**src/rtl/ifetch_ctrl_if.sv**
```systemverilog
// Fetch-side bundle: instruction-memory request/response, redirect, decode handshake.
// Latency: none (wires only).
// Backpressure: carried by instr_ready_i toward the fetch unit.
// master = fetch unit side, slave = memory/execute/decode environment side.
interface ifetch_ctrl_if;
    logic        imem_req_o;
    logic [31:0] imem_addr_o;
    logic [31:0] imem_rdata_i;
    logic        redirect_i;
    logic [31:0] redirect_pc_i;
    logic        instr_valid_o;
    logic        instr_ready_i;
    logic [31:0] instr_o;
    logic [31:0] instr_pc_o;
    logic        misalign_o;

    modport master (
        output imem_req_o, imem_addr_o, instr_valid_o, instr_o, instr_pc_o, misalign_o,
        input  imem_rdata_i, redirect_i, redirect_pc_i, instr_ready_i
    );

    modport slave (
        input  imem_req_o, imem_addr_o, instr_valid_o, instr_o, instr_pc_o, misalign_o,
        output imem_rdata_i, redirect_i, redirect_pc_i, instr_ready_i
    );
endinterface

```
**src/rtl/ifetch_ctrl.sv**
```systemverilog
// Instruction-fetch sequencer: owns the fetch PC, reads a 1-cycle-latency imem, buffers words in a prefetch queue.
// Latency: request at T, data at T+1, instruction valid to decode at T+2; one instruction per cycle sustained.
// Backpressure: requests issue only while queue count + in-flight read fits QDEPTH, so a stalled decode loses nothing.
// Ports: clk_i/rst_ni (synchronous active-low reset); bus (master modport) carries imem request/response,
// redirect strobe + target, decode valid/ready handshake with head instruction/PC, and the misalign pulse.
module ifetch_ctrl #(
    parameter logic [31:0] RESET_PC = 32'h0000_0000,
    parameter int          QDEPTH   = 2,
    parameter int          ADDR_W   = 11
) (
    input  logic         clk_i,
    input  logic         rst_ni,
    ifetch_ctrl_if.master bus
);
    localparam int PTR_W = $clog2(QDEPTH);
    localparam int CNT_W = $clog2(QDEPTH + 1);

    typedef enum logic [1:0] {S_RESET, S_FETCH, S_HOLD} state_t;

    state_t r_state;
    state_t w_state_nxt;

    // PCs are held as word addresses; the byte offset is always zero.
    logic [29:0]      r_fetch_word;
    logic [29:0]      r_infl_word;
    logic             r_inflight;
    logic             r_misalign;
    logic [31:0]      r_q_dat [QDEPTH];
    logic [29:0]      r_q_word[QDEPTH];
    logic [PTR_W-1:0] r_rd_ptr;
    logic [PTR_W-1:0] r_wr_ptr;
    logic [CNT_W-1:0] r_count;

    logic             w_valid;
    logic             w_pop;
    logic             w_push;
    logic             w_credit;
    logic             w_req;
    logic [CNT_W:0]   w_occ;

    assign w_valid = (r_count != '0);
    assign w_pop   = w_valid & bus.instr_ready_i;
    // A response arriving in a redirect cycle belongs to the old path and is dropped.
    assign w_push  = r_inflight & ~bus.redirect_i;

    // Occupancy after this cycle's pop, counting the read already in flight; a
    // push into a full queue is fine when the head leaves in the same cycle.
    assign w_occ    = {1'b0, r_count} - (CNT_W+1)'(w_pop) + (CNT_W+1)'(r_inflight);
    assign w_credit = (w_occ < (CNT_W+1)'(QDEPTH));

    // State register
    always_ff @(posedge clk_i) begin
        if (!rst_ni) begin
            r_state <= S_RESET;
        end else begin
            r_state <= w_state_nxt;
        end
    end

    // Next-state logic
    always_comb begin
        w_state_nxt = r_state;
        if (bus.redirect_i) begin
            w_state_nxt = S_FETCH;
        end else begin
            case (r_state)
                S_RESET:         w_state_nxt = S_FETCH;
                S_FETCH, S_HOLD: w_state_nxt = w_credit ? S_FETCH : S_HOLD;
                default:         w_state_nxt = S_RESET;
            endcase
        end
    end

    // Output logic
    always_comb begin
        w_req             = (r_state == S_FETCH) & w_credit & ~bus.redirect_i;
        bus.imem_req_o    = w_req;
        // Upper bits above the imem index pass through unchanged.
        bus.imem_addr_o   = {r_fetch_word[29:ADDR_W], r_fetch_word[ADDR_W-1:0], 2'b00};
        bus.instr_valid_o = w_valid;
        bus.instr_o       = w_valid ? r_q_dat[r_rd_ptr] : 32'h0;
        bus.instr_pc_o    = w_valid ? {r_q_word[r_rd_ptr], 2'b00} : 32'h0;
        bus.misalign_o    = r_misalign;
    end

    // Fetch PC, in-flight tracking and prefetch queue
    always_ff @(posedge clk_i) begin
        if (!rst_ni) begin
            r_fetch_word <= RESET_PC[31:2];
            r_infl_word  <= '0;
            r_inflight   <= 1'b0;
            r_misalign   <= 1'b0;
            r_rd_ptr     <= '0;
            r_wr_ptr     <= '0;
            r_count      <= '0;
            for (int i = 0; i < QDEPTH; i++) begin
                r_q_dat[i]  <= '0;
                r_q_word[i] <= '0;
            end
        end else begin
            r_inflight <= w_req;
            r_misalign <= 1'b0;
            if (w_req) begin
                r_infl_word  <= r_fetch_word;
                r_fetch_word <= r_fetch_word + 30'd1;
            end
            if (bus.redirect_i) begin
                // w_req is low here, so the PC load cannot collide with an increment.
                r_fetch_word <= bus.redirect_pc_i[31:2];
                r_misalign   <= |bus.redirect_pc_i[1:0];
                r_rd_ptr     <= '0;
                r_wr_ptr     <= '0;
                r_count      <= '0;
            end else begin
                if (w_push) begin
                    r_q_dat[r_wr_ptr]  <= bus.imem_rdata_i;
                    r_q_word[r_wr_ptr] <= r_infl_word;
                    r_wr_ptr           <= r_wr_ptr + PTR_W'(1);
                end
                if (w_pop) begin
                    r_rd_ptr <= r_rd_ptr + PTR_W'(1);
                end
                r_count <= r_count + CNT_W'(w_push) - CNT_W'(w_pop);
            end
        end
    end
endmodule

```
**src/flat_wrapper.sv**
```systemverilog
// flat-port wrapper written by rule: the top's interface ports become plain ports
module ifetch_ctrl_flat 
#(
    parameter logic [31:0] RESET_PC = 32'h0000_0000,
    parameter int          QDEPTH   = 2,
    parameter int          ADDR_W   = 11
)
  (clk_i, rst_ni, bus_imem_req_o, bus_imem_addr_o, bus_instr_valid_o, bus_instr_o, bus_instr_pc_o, bus_misalign_o, bus_imem_rdata_i, bus_redirect_i, bus_redirect_pc_i, bus_instr_ready_i);
  ifetch_ctrl_if bus_i ();
  input  logic clk_i;
  input  logic rst_ni;
  output wire logic [$bits(bus_i.imem_req_o)-1:0] bus_imem_req_o;
  output wire logic [$bits(bus_i.imem_addr_o)-1:0] bus_imem_addr_o;
  output wire logic [$bits(bus_i.instr_valid_o)-1:0] bus_instr_valid_o;
  output wire logic [$bits(bus_i.instr_o)-1:0] bus_instr_o;
  output wire logic [$bits(bus_i.instr_pc_o)-1:0] bus_instr_pc_o;
  output wire logic [$bits(bus_i.misalign_o)-1:0] bus_misalign_o;
  input wire logic [$bits(bus_i.imem_rdata_i)-1:0] bus_imem_rdata_i;
  input wire logic [$bits(bus_i.redirect_i)-1:0] bus_redirect_i;
  input wire logic [$bits(bus_i.redirect_pc_i)-1:0] bus_redirect_pc_i;
  input wire logic [$bits(bus_i.instr_ready_i)-1:0] bus_instr_ready_i;
  assign bus_imem_req_o = bus_i.imem_req_o;
  assign bus_imem_addr_o = bus_i.imem_addr_o;
  assign bus_instr_valid_o = bus_i.instr_valid_o;
  assign bus_instr_o = bus_i.instr_o;
  assign bus_instr_pc_o = bus_i.instr_pc_o;
  assign bus_misalign_o = bus_i.misalign_o;
  assign bus_i.imem_rdata_i = bus_imem_rdata_i;
  assign bus_i.redirect_i = bus_redirect_i;
  assign bus_i.redirect_pc_i = bus_redirect_pc_i;
  assign bus_i.instr_ready_i = bus_instr_ready_i;
  ifetch_ctrl #(.RESET_PC(RESET_PC), .QDEPTH(QDEPTH), .ADDR_W(ADDR_W)) u_core (.clk_i(clk_i), .rst_ni(rst_ni), .bus(bus_i));
endmodule
```
**config.mk**
```make
export PLATFORM = sky130hd
export DESIGN_NAME = ifetch_ctrl_flat
export DESIGN_NICKNAME = d
export VERILOG_FILES = /design/src/rtl/ifetch_ctrl_if.sv /design/src/rtl/ifetch_ctrl.sv /design/src/flat_wrapper.sv
export SDC_FILE = /design/constraint.sdc
export NUM_CORES = 1
export LEC_CHECK = 0
export ABC_AREA = 1
export CAP_MARGIN = 10
export CELL_PAD_IN_SITES_DETAIL_PLACEMENT = 1
export CELL_PAD_IN_SITES_GLOBAL_PLACEMENT = 2
export CORE_MARGIN = 10
export CORE_UTILIZATION = 31
export CTS_CLUSTER_DIAMETER = 100
export DETAILED_ROUTE_END_ITERATION = 6
export PLACE_DENSITY = 0.83
export SLEW_MARGIN = 15
export SYNTH_ARGS = -nofsm -noshare
export SYNTH_HDL_FRONTEND = slang
export SYNTH_SLANG_ARGS = --single-unit
```
**constraint.sdc**
```tcl
create_clock -name clk_i -period 4.6 [get_ports clk_i]
set_clock_uncertainty 0.1 [all_clocks]
set_input_delay 0.92 -clock clk_i [delete_from_list [all_inputs] [get_ports clk_i]]
set_output_delay 0.92 -clock clk_i [all_outputs]
set_load 0.05 [all_outputs]
```
Yosys cells after proc, flatten, opt, wreduce, memory -nomap -nowiden
Memories as Yosys holds them, arrays and structs flattened. A register that Yosys moved wholly into a read port is not among the register bits.
Index checks and enable logic that the tools add are counted.
Widths: inputs -> output; s select.
Word-level totals
  flip-flop bits (word level): 68
  memories kept: 2
  input bits: 68
  RAM bits: 124
Memory list
  u_core.r_q_dat: depth 2, bits a word 32, rd ports 1, clocked after Yosys merged registers in 1, write ports 2, RTL line ifetch_ctrl.sv:28  | logic [31:0] r_q_dat [QDEPTH];
  u_core.r_q_word: depth 2, bits a word 30, rd ports 1, clocked after Yosys merged registers in 1, write ports 2, RTL line ifetch_ctrl.sv:29  | logic [29:0] r_q_word[QDEPTH];
Cells by class
  equal/unequal tests: 2
  muxes and demuxes: 22
  magnitude comparators: 1
  add/sub/neg operators: 7
  bitwise gates (word level): 6
  reduce and logical (&&, ||, !) cells: 9
Operators by type and width (number)
  $mux 32: 3
  $mux 30: 3
  $reduce_or 32->1: 1
  $add 30x1->30 const B: 1
  $reduce_or 30->1: 1
  $mux 1: 14
  $reduce_or 2->1: 3
  $and 1x1->1: 4
  $pmux 2 s2: 1
  $reduce_bool 2->1: 2
  $add 3x1->3: 1
  $lt 3x2->1 const B: 1
  $sub 2x1->3: 1
  $add 1x1->1 const B: 2
  $add 2x1->2: 1
  $eq 2x1->1 const B: 1
  $eq 2x2->1 const B: 1
  $logic_not 2->1: 1
  $mux 2: 1
  $not 1->1: 2
  $reduce_and 2->1: 1
  $sub 2x1->2: 1

Logic depth before layout (Yosys ltp)
  word-level depth: 9
  gate-level depth with buffers: 13

Least setup slack after synthesis
OpenSTA, ideal clock, no wires.
  path type: in2out
  start: in bus_instr_ready_i
  end: out bus_imem_req_o
  data required time: 3.580 ns
  stages on the path: 7
  arrival time: 2.540 ns
  path slack: 1.040 ns
  path through: inv_1 nor3_1 o21ai_0 fa_1 xnor2_2 nand4_4 inv_2
On the way
  longest elaborated chain between the ends: 6
Ends and longest elaborated chain
  start: declaration: RTL line flat_wrapper.sv:21  | input wire logic [$bits(bus_i.instr_ready_i)-1:0] bus_instr_ready_i;
  $and 1x1->1: RTL line ifetch_ctrl.sv:42  | assign w_pop = w_valid & bus.instr_ready_i;
  $sub 2x1->3: RTL line ifetch_ctrl.sv:48  | assign w_occ = {1'b0, r_count} - (CNT_W+1)'(w_pop) + (CNT_W+1)'(r_inflight);
  $add 3x1->3: RTL line ifetch_ctrl.sv:48
  $lt 3x2->1: RTL line ifetch_ctrl.sv:49  | assign w_credit = (w_occ < (CNT_W+1)'(QDEPTH));
  $and 1x1->1 (2 in a row): RTL line ifetch_ctrl.sv:76  | w_req = (r_state == S_FETCH) & w_credit & ~bus.redirect_i;
  end: declaration: RTL line flat_wrapper.sv:12  | output wire logic [$bits(bus_i.imem_req_o)-1:0] bus_imem_req_o;
Every way passes these cells.

Worst setup path in the final report
Same ends and word-level chain as after synthesis.

==> results_dict.tcl <==
set metrics [dict create \
    status "finished, final reports clean" \
    fmax_ghz 0.238 \
    syn_inst 1048 \
    grt_usage_pct 15.3 \
    drv_cap 0 \
    grt_max_degree 63 \
    root_buffer "clkbuf_16" \
    ir_worst_vdd_uv 218 \
    clkLatencyLatePin_ns 0.43 \
    port_buffers 162 \
    post_cts_buffers 0 \
    hold_depth 1 \
    drive_gt1_share_pct 6.72 \
    rsz0062_at_grt "false" \
    wire_per_inst_um 17.3 \
    final.period_utilization_pct 91.4 \
    cts_sinks 193 \
    setup_viol 0 \
    first_pass_iters 4 \
    num-fill-cells 3406 \
    die_width_um 190 \
    ys_warn_count 0 \
    slowest_delay_ns 0.49 \
    mostFrequentLayoutCell "nand2_1" \
    p_leak_nw 4.40 \
    ys_seq_area_share_pct 57.2 \
    grt_pass1_vias 7803 \
    rows 62 \
    ant_nets 0 \
    maxSlewViolCount 0 \
    startpoint_type "primary input" \
    hp-class "reg -> reg" \
    clockBufferDepth 2 \
    overflow 0 \
    setup-tns-final_ns 0 \
    grt_pass1_wl_mm 43.7 \
    critPathRequiredTime_ns 3.58 \
    wirelength_mm 27.5 \
    syn_area_per_cell_um2 8.51 \
    critical_path.top_delay_family "buffers and inverters" \
    synthArstFlopShare_pct 0 \
    num_io_pins 167 \
    synth_cell_types 39 \
    end_kind "primary output" \
    worstMarginPinSlew_ns 0.805 \
    clk_pin_slew_worst_paths_ns 0.07 \
    gp_routability_congestion 0.816 \
    cts_hold_buf 0 \
    drc 0 \
    cp.depth 9 \
    drtIter0Drc 314 \
    synth-seq-cells 193 \
    vias 7386 \
    fin_crit_ns 4.21 \
    synth_area_um2 8920 \
    start_util_pct 31.3 \
    power_density_nw_per_um2 334 \
    fin_util_pct 40.4 \
    cts_resized 0 \
    synth_edf_count 124 \
    vias_per_cell 4.65 \
    relSlewSlack_pct 46.3 \
    nets 1266 \
    cts_buffers 17 \
    critPathSlowestCell "clkdlybuf4s50_1" \
    htreeDepth 4 \
    antenna_found_initial 0 \
    final_cell_mix "231 x nand2_1, 176 x nor2_1, 161 x clkdlybuf4s50_1" \
    die_area_um2 36000 \
    hold_viol_final 0 \
    tritoncts "built" \
    die_h_um 190 \
    n_antenna_cell 0 \
    crit_fanout 3 \
    r2r_cells 13 \
    critical_path_class "in -> out" \
    cp.arrival_ns 3.19 \
    area_growth_pct 29.2 \
    core_um2 28500 \
    cp_num_buf_inv 4 \
    path_cells "clkdlybuf4s50_1 > inv_1 > nor3_1 > o21ai_0 > fa_1 > xnor2_2 > nand4_4 > inv_2 > buf_12" \
    dp_hpwl_mm 18.8 \
    ys.flop_type "edfxtp_1" \
]
-- through the flow --
stage | instance area [um2] | cells | hold slack (ns) | total power, mW | setup slack (ns)
4_1_cts | 11500 | 1589 | 0.373 | 3.91 | 0.356
5_1_grt | 11500 | 1589 | 0.408 | 4.02 | 0.223
2_1_floorplan | 8930 | 1051 | 0.325 | 2.29 | 1.04
6_report | 11500 | 1589 | 0.372 | 3.85 | 0.394
3_3_place_gp | 11000 | 1557 | 0.339 | 2.48 | 0.461
3_5_place_dp | 11000 | 1557 | 0.360 | 2.49 | 0.415
-- final timing paths --
check / startpoint / endpoint / slack [ns]
min: u_core.r_rd_ptr$_SDFFE_PP0P_ / u_core.r_rd_ptr$_SDFFE_PP0P_ / 0.37
max: bus_instr_ready_i / bus_imem_req_o / 0.39
max reg2reg: u_core.r_count[1]$_SDFF_PP0_ / u_core.r_fetch_word[26]$_SDFFE_PN0P_ / 1.44
min reg2reg: u_core.r_rd_ptr$_SDFFE_PP0P_ / u_core.r_rd_ptr$_SDFFE_PP0P_ / 0.37
-- flip-flops by register name, summed over array words and instances (netlist names), named ones only --
register               count
u_core.r_state             2
u_core.r_fetch_word       30
u_core.bus.misalign_o      1
u_core.r_q_dat            64
u_core.r_wr_ptr            1
u_core.r_count             2
u_core.r_infl_word        30
u_core.r_q_word           60
u_core.r_inflight          1
u_core.r_rd_ptr            1
-- worst register-to-register path, cell delays in order (launching register included) --
cell      delay (ns)
dfxtp_1         0.41
nor2_4          0.41
nor2_1          0.19
nor2_1          0.12
o21ai_0         0.10
fa_1            0.44
xnor2_2         0.33
nand4_4         0.16
buf_4           0.34
nor2_1          0.23
nand3_1         0.09
nand3b_1        0.10
nand2_1         0.05
inv_1           0.05
-- power breakdown --
group / leakage [nW] / switching (mW) / internal, mW
clock: 0.274 / 0.695 / 0.709
combinational: 2.27 / 0.297 / 0.161
sequential: 1.86 / 0.0599 / 1.93
-- cells by family after synthesis --
family                     Yosys count  synth area share [%]
AOI/OAI and AO/OA                  171                  9.99
xor gates and xnor gates            10                  1.07
other                                1                0.0420
buffers and inverters              180                  7.94
adders and majority gates            6                 0.926
DFF                                193                  57.2
and+or+nand+nor                    487                  22.8
-- metal layers --
layer	GRT usage (%)	wire, um	vias up
li1	-	-	3664
met1	19.9	13100	3566
met2	25.0	12800	145
met3	4.12	1450	11
met4	3.05	218	0
met5	0	0	-
-- synthesized netlist by cell type (2+ instances only) --
library cell	number	area, um2
nor2_2	6	37.5
dfxtp_1	69	1380
nor3_1	7	35.0
nand2_1	233	875
o21ai_0	44	220
nand3b_1	4	30.0
clkbuf_1	42	158
nand4_1	4	25.0
ha_1	5	62.6
a211oi_1	3	22.5
nor2_4	6	67.6
nand3_1	40	200
xor2_1	4	35.0
buf_1	2	7.51
nor2_1	177	664
buf_4	5	37.5
o211ai_1	5	37.5
inv_2	5	18.8
o21ai_1	2	10.0
inv_1	120	450
nand2_2	4	25.0
buf_2	5	25.0
edfxtp_1	124	3720
a31oi_1	5	31.3
xnor2_1	5	43.8
a21oi_1	109	546
-- final cells by class --
class,count,area [um2],area share [%]
clock buffer,17,425,3.69
clock inverter,15,121,1.05
inverter,125,469,4.07
multi-input combinational,678,3140,27.3
sequential,193,5110,44.3
tap,384,480,4.17
timing repair buffer,177,1780,15.5
No activity file was read; power rests on OpenSTA's default activity.
